### config.mk
export PLATFORM = sky130hd
export DESIGN_NAME = lsu_wb_flat
export DESIGN_NICKNAME = d
export VERILOG_FILES = /design/src/rtl/lsu_wb_if.sv /design/src/rtl/lsu_wb.sv /design/src/flat_wrapper.sv
export SDC_FILE = /design/constraint.sdc
export NUM_CORES = 1
export LEC_CHECK = 0
export BUFFER_PORTS_ARGS = -buffer_cell sky130_fd_sc_hd__buf_4
export CORE_MARGIN = 4
export CORE_UTILIZATION = 47
export CTS_CLUSTER_DIAMETER = 150
export DETAILED_ROUTE_END_ITERATION = 8
export PLACE_DENSITY_LB_ADDON = 0.3
export SYNTH_ARGS = -nofsm -noshare
export SYNTH_HDL_FRONTEND = slang
export SYNTH_SLANG_ARGS = --single-unit
### constraint.sdc
create_clock -name clk -period 3.8 [get_ports clk]
set_clock_uncertainty 0.1 [all_clocks]
set_input_delay 0.19 -clock clk [delete_from_list [all_inputs] [get_ports clk]]
set_output_delay 0.19 -clock clk [all_outputs]
set_load 0.1 [all_outputs]
### src/rtl/lsu_wb_if.sv
// ---------------------------------------------------------------------------
// lsu_wb_if : Wishbone B4 pipelined bus between the load/store unit (master)
//             and the data memory / interconnect (slave).
//
//   cyc, stb, we   master -> slave   bus cycle, strobe, write enable
//   adr            master -> slave   lane-aligned byte address (XLEN)
//   sel            master -> slave   byte enables (NB)
//   dat_w          master -> slave   write data, replicated across lanes
//   dat_r          slave  -> master  read data
//   ack, err       slave  -> master  cycle termination
//   stall          slave  -> master  strobe not accepted this cycle
// ---------------------------------------------------------------------------
interface lsu_wb_if #(
   parameter int XLEN = 32
);
   localparam int NB = XLEN / 8;

   logic            cyc;
   logic            stb;
   logic            we;
   logic [XLEN-1:0] adr;
   logic [NB-1:0]   sel;
   logic [XLEN-1:0] dat_w;
   logic [XLEN-1:0] dat_r;
   logic            ack;
   logic            err;
   logic            stall;

   modport master (
      output cyc, stb, we, adr, sel, dat_w,
      input  dat_r, ack, err, stall
   );

   modport slave (
      input  cyc, stb, we, adr, sel, dat_w,
      output dat_r, ack, err, stall
   );
endinterface

### src/rtl/lsu_wb.sv
// ---------------------------------------------------------------------------
// lsu_wb : pipelined load/store unit. Takes one request at a time from the
//          hart and runs it as a Wishbone B4 pipelined master cycle, with
//          byte-lane steering, sign/zero extension, misalignment detection,
//          bus error, bus timeout and pipeline kill.
//
//   clk, rst_n     clock, asynchronous active-low reset
//   i_req_valid    request present          o_req_ready  high only in IDLE
//   i_req_we       1 = store                i_req_ty     B/H/W/D/BU/HU/WU
//   i_req_addr     byte address             i_req_wdata  right-aligned data
//   i_kill         abort outstanding request / suppress its response
//   o_rsp_valid    one-cycle completion pulse
//   o_rsp_data     extended load data (0 for stores and errors)
//   o_rsp_err      00 ok, 01 misaligned/illegal, 10 bus error, 11 timeout
//   wb             Wishbone master port (lsu_wb_if.master)
// ---------------------------------------------------------------------------
module lsu_wb #(
   parameter int XLEN    = 32,
   parameter int TIMEOUT = 255,
   parameter int NB      = XLEN / 8
) (
   input  logic            clk,
   input  logic            rst_n,
   input  logic            i_req_valid,
   output logic            o_req_ready,
   input  logic            i_req_we,
   input  logic [2:0]      i_req_ty,
   input  logic [XLEN-1:0] i_req_addr,
   input  logic [XLEN-1:0] i_req_wdata,
   input  logic            i_kill,
   output logic            o_rsp_valid,
   output logic [XLEN-1:0] o_rsp_data,
   output logic [1:0]      o_rsp_err,
   lsu_wb_if.master        wb
);
   localparam int          OW  = $clog2(NB);
   localparam logic [15:0] TMO = 16'(TIMEOUT);

   typedef enum logic [2:0] {S_IDLE, S_REQ, S_WAIT, S_RESP, S_ERR} state_t;

   state_t            state;
   logic              ready_q;
   logic              rsp_valid_q;
   logic [XLEN-1:0]   rsp_data_q;
   logic [1:0]        rsp_err_q;
   logic              cyc_q, stb_q, we_q;
   logic [XLEN-1:0]   adr_q, dat_q;
   logic [NB-1:0]     sel_q;
   logic              st_q;
   logic [1:0]        size_q;
   logic              uns_q;
   logic [OW-1:0]     off_q;
   logic [15:0]       cnt;

   // request decode
   logic              accept;
   logic [1:0]        req_size;
   logic [OW-1:0]     req_off;
   logic              ty_ok, aligned;
   logic [NB-1:0]     sel_d;
   logic [XLEN-1:0]   wdat_d;

   // load path
   logic [XLEN-1:0]   ld_sh, keep, ld_ext;
   logic              fill;
   logic [15:0]       cnt_inc;

   assign accept   = i_req_valid && ready_q && !i_kill;
   assign req_size = i_req_ty[1:0];
   assign req_off  = i_req_addr[OW-1:0];
   assign cnt_inc  = cnt + 16'd1;

   always_comb begin
      ty_ok = 1'b0;
      case (i_req_ty)
         3'b000, 3'b001, 3'b010, 3'b100, 3'b101: ty_ok = 1'b1;
         3'b011, 3'b110:                         ty_ok = (XLEN == 64);
         default:                                ty_ok = 1'b0;
      endcase

      aligned = 1'b1;
      sel_d   = '1;
      wdat_d  = i_req_wdata;
      case (req_size)
         2'b00: begin
            sel_d  = NB'(1) << req_off;
            wdat_d = {NB{i_req_wdata[7:0]}};
         end
         2'b01: begin
            aligned = !i_req_addr[0];
            sel_d   = NB'(3) << req_off;
            wdat_d  = {(NB/2){i_req_wdata[15:0]}};
         end
         2'b10: begin
            aligned = (i_req_addr[1:0] == 2'b00);
            sel_d   = NB'(15) << req_off;
            wdat_d  = {(NB/4){i_req_wdata[31:0]}};
         end
         default: begin
            aligned = (i_req_addr[2:0] == 3'b000);
         end
      endcase
   end

   // Extension is done as a mask merge so the same logic covers every size
   // without zero-width replications when XLEN=32.
   always_comb begin
      ld_sh = wb.dat_r >> {off_q, 3'b000};
      case (size_q)
         2'b00:   begin keep = XLEN'(8'hFF);          fill = ld_sh[7];      end
         2'b01:   begin keep = XLEN'(16'hFFFF);       fill = ld_sh[15];     end
         2'b10:   begin keep = XLEN'(32'hFFFF_FFFF);  fill = ld_sh[31];     end
         default: begin keep = '1;                    fill = ld_sh[XLEN-1]; end
      endcase
      fill   = fill && !uns_q;
      ld_ext = (ld_sh & keep) | ({XLEN{fill}} & ~keep);
   end

   always_ff @(posedge clk or negedge rst_n) begin
      if (!rst_n) begin
         state       <= S_IDLE;
         ready_q     <= 1'b1;
         rsp_valid_q <= 1'b0;
         rsp_data_q  <= '0;
         rsp_err_q   <= '0;
         cyc_q       <= 1'b0;
         stb_q       <= 1'b0;
         we_q        <= 1'b0;
         adr_q       <= '0;
         dat_q       <= '0;
         sel_q       <= '0;
         st_q        <= 1'b0;
         size_q      <= '0;
         uns_q       <= 1'b0;
         off_q       <= '0;
         cnt         <= '0;
      end else begin
         rsp_valid_q <= 1'b0;
         case (state)
            S_IDLE: begin
               if (accept) begin
                  ready_q <= 1'b0;
                  st_q    <= i_req_we;
                  size_q  <= req_size;
                  uns_q   <= i_req_ty[2];
                  off_q   <= req_off;
                  cnt     <= '0;
                  if (ty_ok && aligned) begin
                     state <= S_REQ;
                     cyc_q <= 1'b1;
                     stb_q <= 1'b1;
                     we_q  <= i_req_we;
                     adr_q <= i_req_addr & ~XLEN'(NB - 1);
                     sel_q <= sel_d;
                     dat_q <= wdat_d;
                  end else begin
                     state       <= S_ERR;
                     rsp_valid_q <= 1'b1;
                     rsp_err_q   <= 2'b01;
                     rsp_data_q  <= '0;
                  end
               end
            end

            // REQ with stall=0 behaves like a WAIT cycle: the strobe is taken,
            // so ack/err/timeout are evaluated alongside dropping stb.
            S_REQ, S_WAIT: begin
               if (i_kill) begin
                  state   <= S_IDLE;
                  ready_q <= 1'b1;
                  cyc_q   <= 1'b0;
                  stb_q   <= 1'b0;
                  we_q    <= 1'b0;
                  sel_q   <= '0;
               end else if (state == S_WAIT || !wb.stall) begin
                  if (wb.err || wb.ack || cnt_inc == TMO) begin
                     state       <= S_RESP;
                     rsp_valid_q <= 1'b1;
                     cyc_q       <= 1'b0;
                     stb_q       <= 1'b0;
                     we_q        <= 1'b0;
                     sel_q       <= '0;
                     if (wb.err) begin
                        rsp_err_q  <= 2'b10;
                        rsp_data_q <= '0;
                     end else if (wb.ack) begin
                        rsp_err_q  <= 2'b00;
                        rsp_data_q <= st_q ? '0 : ld_ext;
                     end else begin
                        rsp_err_q  <= 2'b11;
                        rsp_data_q <= '0;
                     end
                  end else begin
                     state <= S_WAIT;
                     stb_q <= 1'b0;
                     cnt   <= cnt_inc;
                  end
               end
            end

            default: begin
               state   <= S_IDLE;
               ready_q <= 1'b1;
            end
         endcase
      end
   end

   assign o_req_ready = ready_q;
   assign o_rsp_valid = rsp_valid_q && !i_kill;
   assign o_rsp_data  = rsp_data_q;
   assign o_rsp_err   = rsp_err_q;

   assign wb.cyc   = cyc_q;
   assign wb.stb   = stb_q;
   assign wb.we    = we_q;
   assign wb.adr   = adr_q;
   assign wb.sel   = sel_q;
   assign wb.dat_w = dat_q;
endmodule

### src/flat_wrapper.sv
// flat-port wrapper written by rule: the top's interface ports become plain ports
module lsu_wb_flat 
#(
   parameter int XLEN    = 32,
   parameter int TIMEOUT = 255,
   parameter int NB      = XLEN / 8
)
  (clk, rst_n, i_req_valid, o_req_ready, i_req_we, i_req_ty, i_req_addr, i_req_wdata, i_kill, o_rsp_valid, o_rsp_data, o_rsp_err, wb_cyc, wb_stb, wb_we, wb_adr, wb_sel, wb_dat_w, wb_dat_r, wb_ack, wb_err, wb_stall);
  lsu_wb_if #(.XLEN(XLEN)) wb_i ();
  input  logic clk;
  input  logic rst_n;
  input  logic i_req_valid;
  output logic o_req_ready;
  input  logic i_req_we;
  input  logic [2:0] i_req_ty;
  input  logic [XLEN-1:0] i_req_addr;
  input  logic [XLEN-1:0] i_req_wdata;
  input  logic i_kill;
  output logic o_rsp_valid;
  output logic [XLEN-1:0] o_rsp_data;
  output logic [1:0] o_rsp_err;
  output wire logic [$bits(wb_i.cyc)-1:0] wb_cyc;
  output wire logic [$bits(wb_i.stb)-1:0] wb_stb;
  output wire logic [$bits(wb_i.we)-1:0] wb_we;
  output wire logic [$bits(wb_i.adr)-1:0] wb_adr;
  output wire logic [$bits(wb_i.sel)-1:0] wb_sel;
  output wire logic [$bits(wb_i.dat_w)-1:0] wb_dat_w;
  input wire logic [$bits(wb_i.dat_r)-1:0] wb_dat_r;
  input wire logic [$bits(wb_i.ack)-1:0] wb_ack;
  input wire logic [$bits(wb_i.err)-1:0] wb_err;
  input wire logic [$bits(wb_i.stall)-1:0] wb_stall;
  assign wb_cyc = wb_i.cyc;
  assign wb_stb = wb_i.stb;
  assign wb_we = wb_i.we;
  assign wb_adr = wb_i.adr;
  assign wb_sel = wb_i.sel;
  assign wb_dat_w = wb_i.dat_w;
  assign wb_i.dat_r = wb_dat_r;
  assign wb_i.ack = wb_ack;
  assign wb_i.err = wb_err;
  assign wb_i.stall = wb_stall;
  lsu_wb #(.XLEN(XLEN), .TIMEOUT(TIMEOUT), .NB(NB)) u_core (.clk(clk), .rst_n(rst_n), .i_req_valid(i_req_valid), .o_req_ready(o_req_ready), .i_req_we(i_req_we), .i_req_ty(i_req_ty), .i_req_addr(i_req_addr), .i_req_wdata(i_req_wdata), .i_kill(i_kill), .o_rsp_valid(o_rsp_valid), .o_rsp_data(o_rsp_data), .o_rsp_err(o_rsp_err), .wb(wb_i));
endmodule
==> qor.txt <==
Pleak = 4.71 nW
Initial DRC Count = 464
Layout Cells excl Fill = 1125
Post-synth ARST share = 1.00
FF-to-FF path depth = 9
P per Cell Area = 542 nW/µm²
reg-to-reg setup timing slack = 420 ps
CTS Buffer Depth = 2
count leader, synth = nand2_1
Slew Limit Headroom = 0.290
unrepaired setup endpoints after global routing = no
Clock Sink Count = 130
Final Max Slew Viols = 0
Worst-Skew Late Latency = 420 ps
Fillers = 959
flop and latch count out of synthesis = 130
Die Ht = 125 µm
TritonCTS buffer count = 17
Max VDD drop = 404 µV
Setup Fix Bufs, Post-CTS = 0
# diodes = 0
Top FF cell, synth = dfrtp_1
Horiz. Die Dim = 125 µm
Core Region = 13300 µm²
Critical Path End Type = flop
HP Start = i_req_wdata[18]
Vias per Instance = 5.56
Seq/Total Area, Yosys = 0.503
number of synthesized flops with an enable pin = 0
clock-pin slew on the worst setup and hold paths = 60 ps
clock tree from TritonCTS = yes
die area = 15700 µm²
cts repair resizes = 0
crit start category = flop
Post-Synthesis Cells = 672
Tcrit/Tclk final = 0.890
drt drc = 0
Reg2Reg Capture Point = u_core.o_rsp_data[28]$_DFFE_PN0P_
Hold EP = u_core.wb.dat_w[18]$_DFFE_PN0P_
first-pass GRT wire length = 33200 µm
First-pass DRT Iterations = 5
area share of the largest cell type after synthesis = 0.499
Netlist Area Pre-Place = 6470 µm²
Antenna Nets Post-Route = 0
Post-Route WL = 20300 µm
Achievable Freq = 0.296 GHz
Cells after DPL = 1024
CTS Root Cell = clkbuf_16
row cnt = 42
Ports = 214
synth-to-layout area growth = 46.6%
post-synth top area cell = dfrtp_1
run status = finished clean
worst reg2reg startpoint = u_core.cnt[0]$_DFFE_PN0P_
library cells used by synthesis = 57
Nets = 1049
Worst EP required = 4050 ps
Max Cap Viol = 0
warnings from Yosys = 0
syn_area_per_cell = 9.63 µm²
Final Hold Vio Count = 0
H-Tree Depth = 4
fraction of layout cells with a size suffix above 1 = 0.310
worst hold slack = 9.73 ps
port bufs = 211
vias in the first global route = 6542
setup TNS = 0 ps
class of the worst hold path = input port to flop
final setup violating endpoints = 0
final RePlAce weighted congestion = 0.985
hold buffers post-CTS = 68
CP Max Fanout = 23
antenna violations before repair = 0
overflow left after global routing = 0
largest net degree at the start of global routing = 86
synth cell count leaders = 154 x nand2_1, 129 x dfrtp_1, 49 x o21ai_0, 33 x clkbuf_1, 32 x nor2_1
Initial Utilization = 0.485
Tot GR Track Use = 0.259
routed vias = 6259
Synth area leaders = dfrtp_1 50%, nand2_1 8.9%, mux2i_1 3.9%
critical path arrival = 3640 ps
Tmin final = 3380 ps
WHS Path Cells = 3
CP Class = flop to flop
Detail Placement HPWL = 13300 µm
Routed WL per cell = 18.0 µm
Worst Tran Pin Value = 1070 ps
registers in the layout (all words and copies together) (netlist names), 2 cells and up:
signal / count
u_core.state: 3
u_core.wb.dat_w: 32
u_core.cnt: 16
u_core.off_q: 2
u_core.o_rsp_data: 32
u_core.wb.sel: 4
u_core.o_rsp_err: 2
u_core.wb.adr: 30
u_core.size_q: 2
metal layers:
metal / track usage / vias to the layer above / part of all wire
met3: 0.0900 / 57 / 0.083
met5: 0 / - / 0
li1: - / 2887 / -
met2: 0.424 / 315 / 0.48
met1: 0.317 / 3000 / 0.41
met4: 0.101 / 0 / 0.033
power breakdown:
| group | internal (mW) | total (mW) | switching [mW] | leakage, nW |
|---|---|---|---|---|
| sequential | 1.52 | 1.66 | 0.139 | 1.78 |
| clock | 1.10 | 1.71 | 0.610 | 0.295 |
| combinational | 0.493 | 1.76 | 1.27 | 2.63 |
logic make-up after synthesis:
kind of cell,after synthesis,share of synthesized area
fa+ha+maj,6,0.0116
compound gates,167,0.185
mux,47,0.0770
xor+xnor,8,0.0108
simple gates,252,0.172
other cells,1,0.000580
flops,130,0.503
buf+inv,61,0.0402
layout make-up:
| type | count | area, µm² | share of cell area |
|---|---|---|---|
| Sequential cell | 130 | 3250 | 0.343 |
| Multi-Input combinational cell | 482 | 2960 | 0.312 |
| Timing Repair Buffer | 293 | 2380 | 0.252 |
| Clock buffer | 23 | 488 | 0.0515 |
| Tap cell | 176 | 220 | 0.0232 |
| Clock inverter | 9 | 128 | 0.0135 |
| Inverter | 12 | 45.0 | 0.00475 |
stage by stage:
stage          worst slack (ps)   util  instance area (µm²)  total power, mW
2_1_floorplan              1000      -                 6470             2.92
3_3_place_gp                597  0.612                 8170             3.34
6_report                    416  0.710                 9480             5.14
5_1_grt                     150  0.710                 9480             5.33
3_5_place_dp                505  0.612                 8170             3.37
4_1_cts                     447  0.710                 9470             5.13
layout by cell type, fill, tap and decap left out, types with 17 or more instances in the layout:
cell,Yosys,routed
clkbuf_16,0,17
dfrtp_1,129,129
a211oi_1,22,22
buf_4,3,223
nor2_1,32,31
dlygate4sd3_1,0,69
nand2_1,154,154
a22o_1,24,24
mux2_2,22,22
o21ai_0,49,49
mux2i_1,25,25
a21oi_1,20,20
worst max-delay path by stage:
stage / from / end / slack, ps / cells past startpoint
after global routing: u_core.cnt[0]$_DFFE_PN0P_ / u_core.o_rsp_data[28]$_DFFE_PN0P_ / 150 / 9
final: u_core.cnt[0]$_DFFE_PN0P_ / u_core.o_rsp_data[28]$_DFFE_PN0P_ / 420 / 9
after CTS: u_core.cnt[0]$_DFFE_PN0P_ / u_core.o_rsp_data[28]$_DFFE_PN0P_ / 450 / 9
after global placement: u_core.cnt[0]$_DFFE_PN0P_ / u_core.o_rsp_data[5]$_DFFE_PN0P_ / 600 / 8
after floorplan: u_core.cnt[0]$_DFFE_PN0P_ / u_core.o_rsp_data[21]$_DFFE_PN0P_ / 1000 / 9
after detailed placement: u_core.cnt[0]$_DFFE_PN0P_ / u_core.o_rsp_data[22]$_DFFE_PN0P_ / 510 / 9
worst max-delay path, cell delays in order, from the launching register on:
cell and delay, ps:
dfrtp_1 410, ha_1 280, nand2_1 90, nor4_1 360, nor3_1 80, a31oi_1 420
o21ai_2 200, o21ai_2 860, buf_4 330, a22o_1 170
Note: power is estimated with default switching activity, not from simulation.
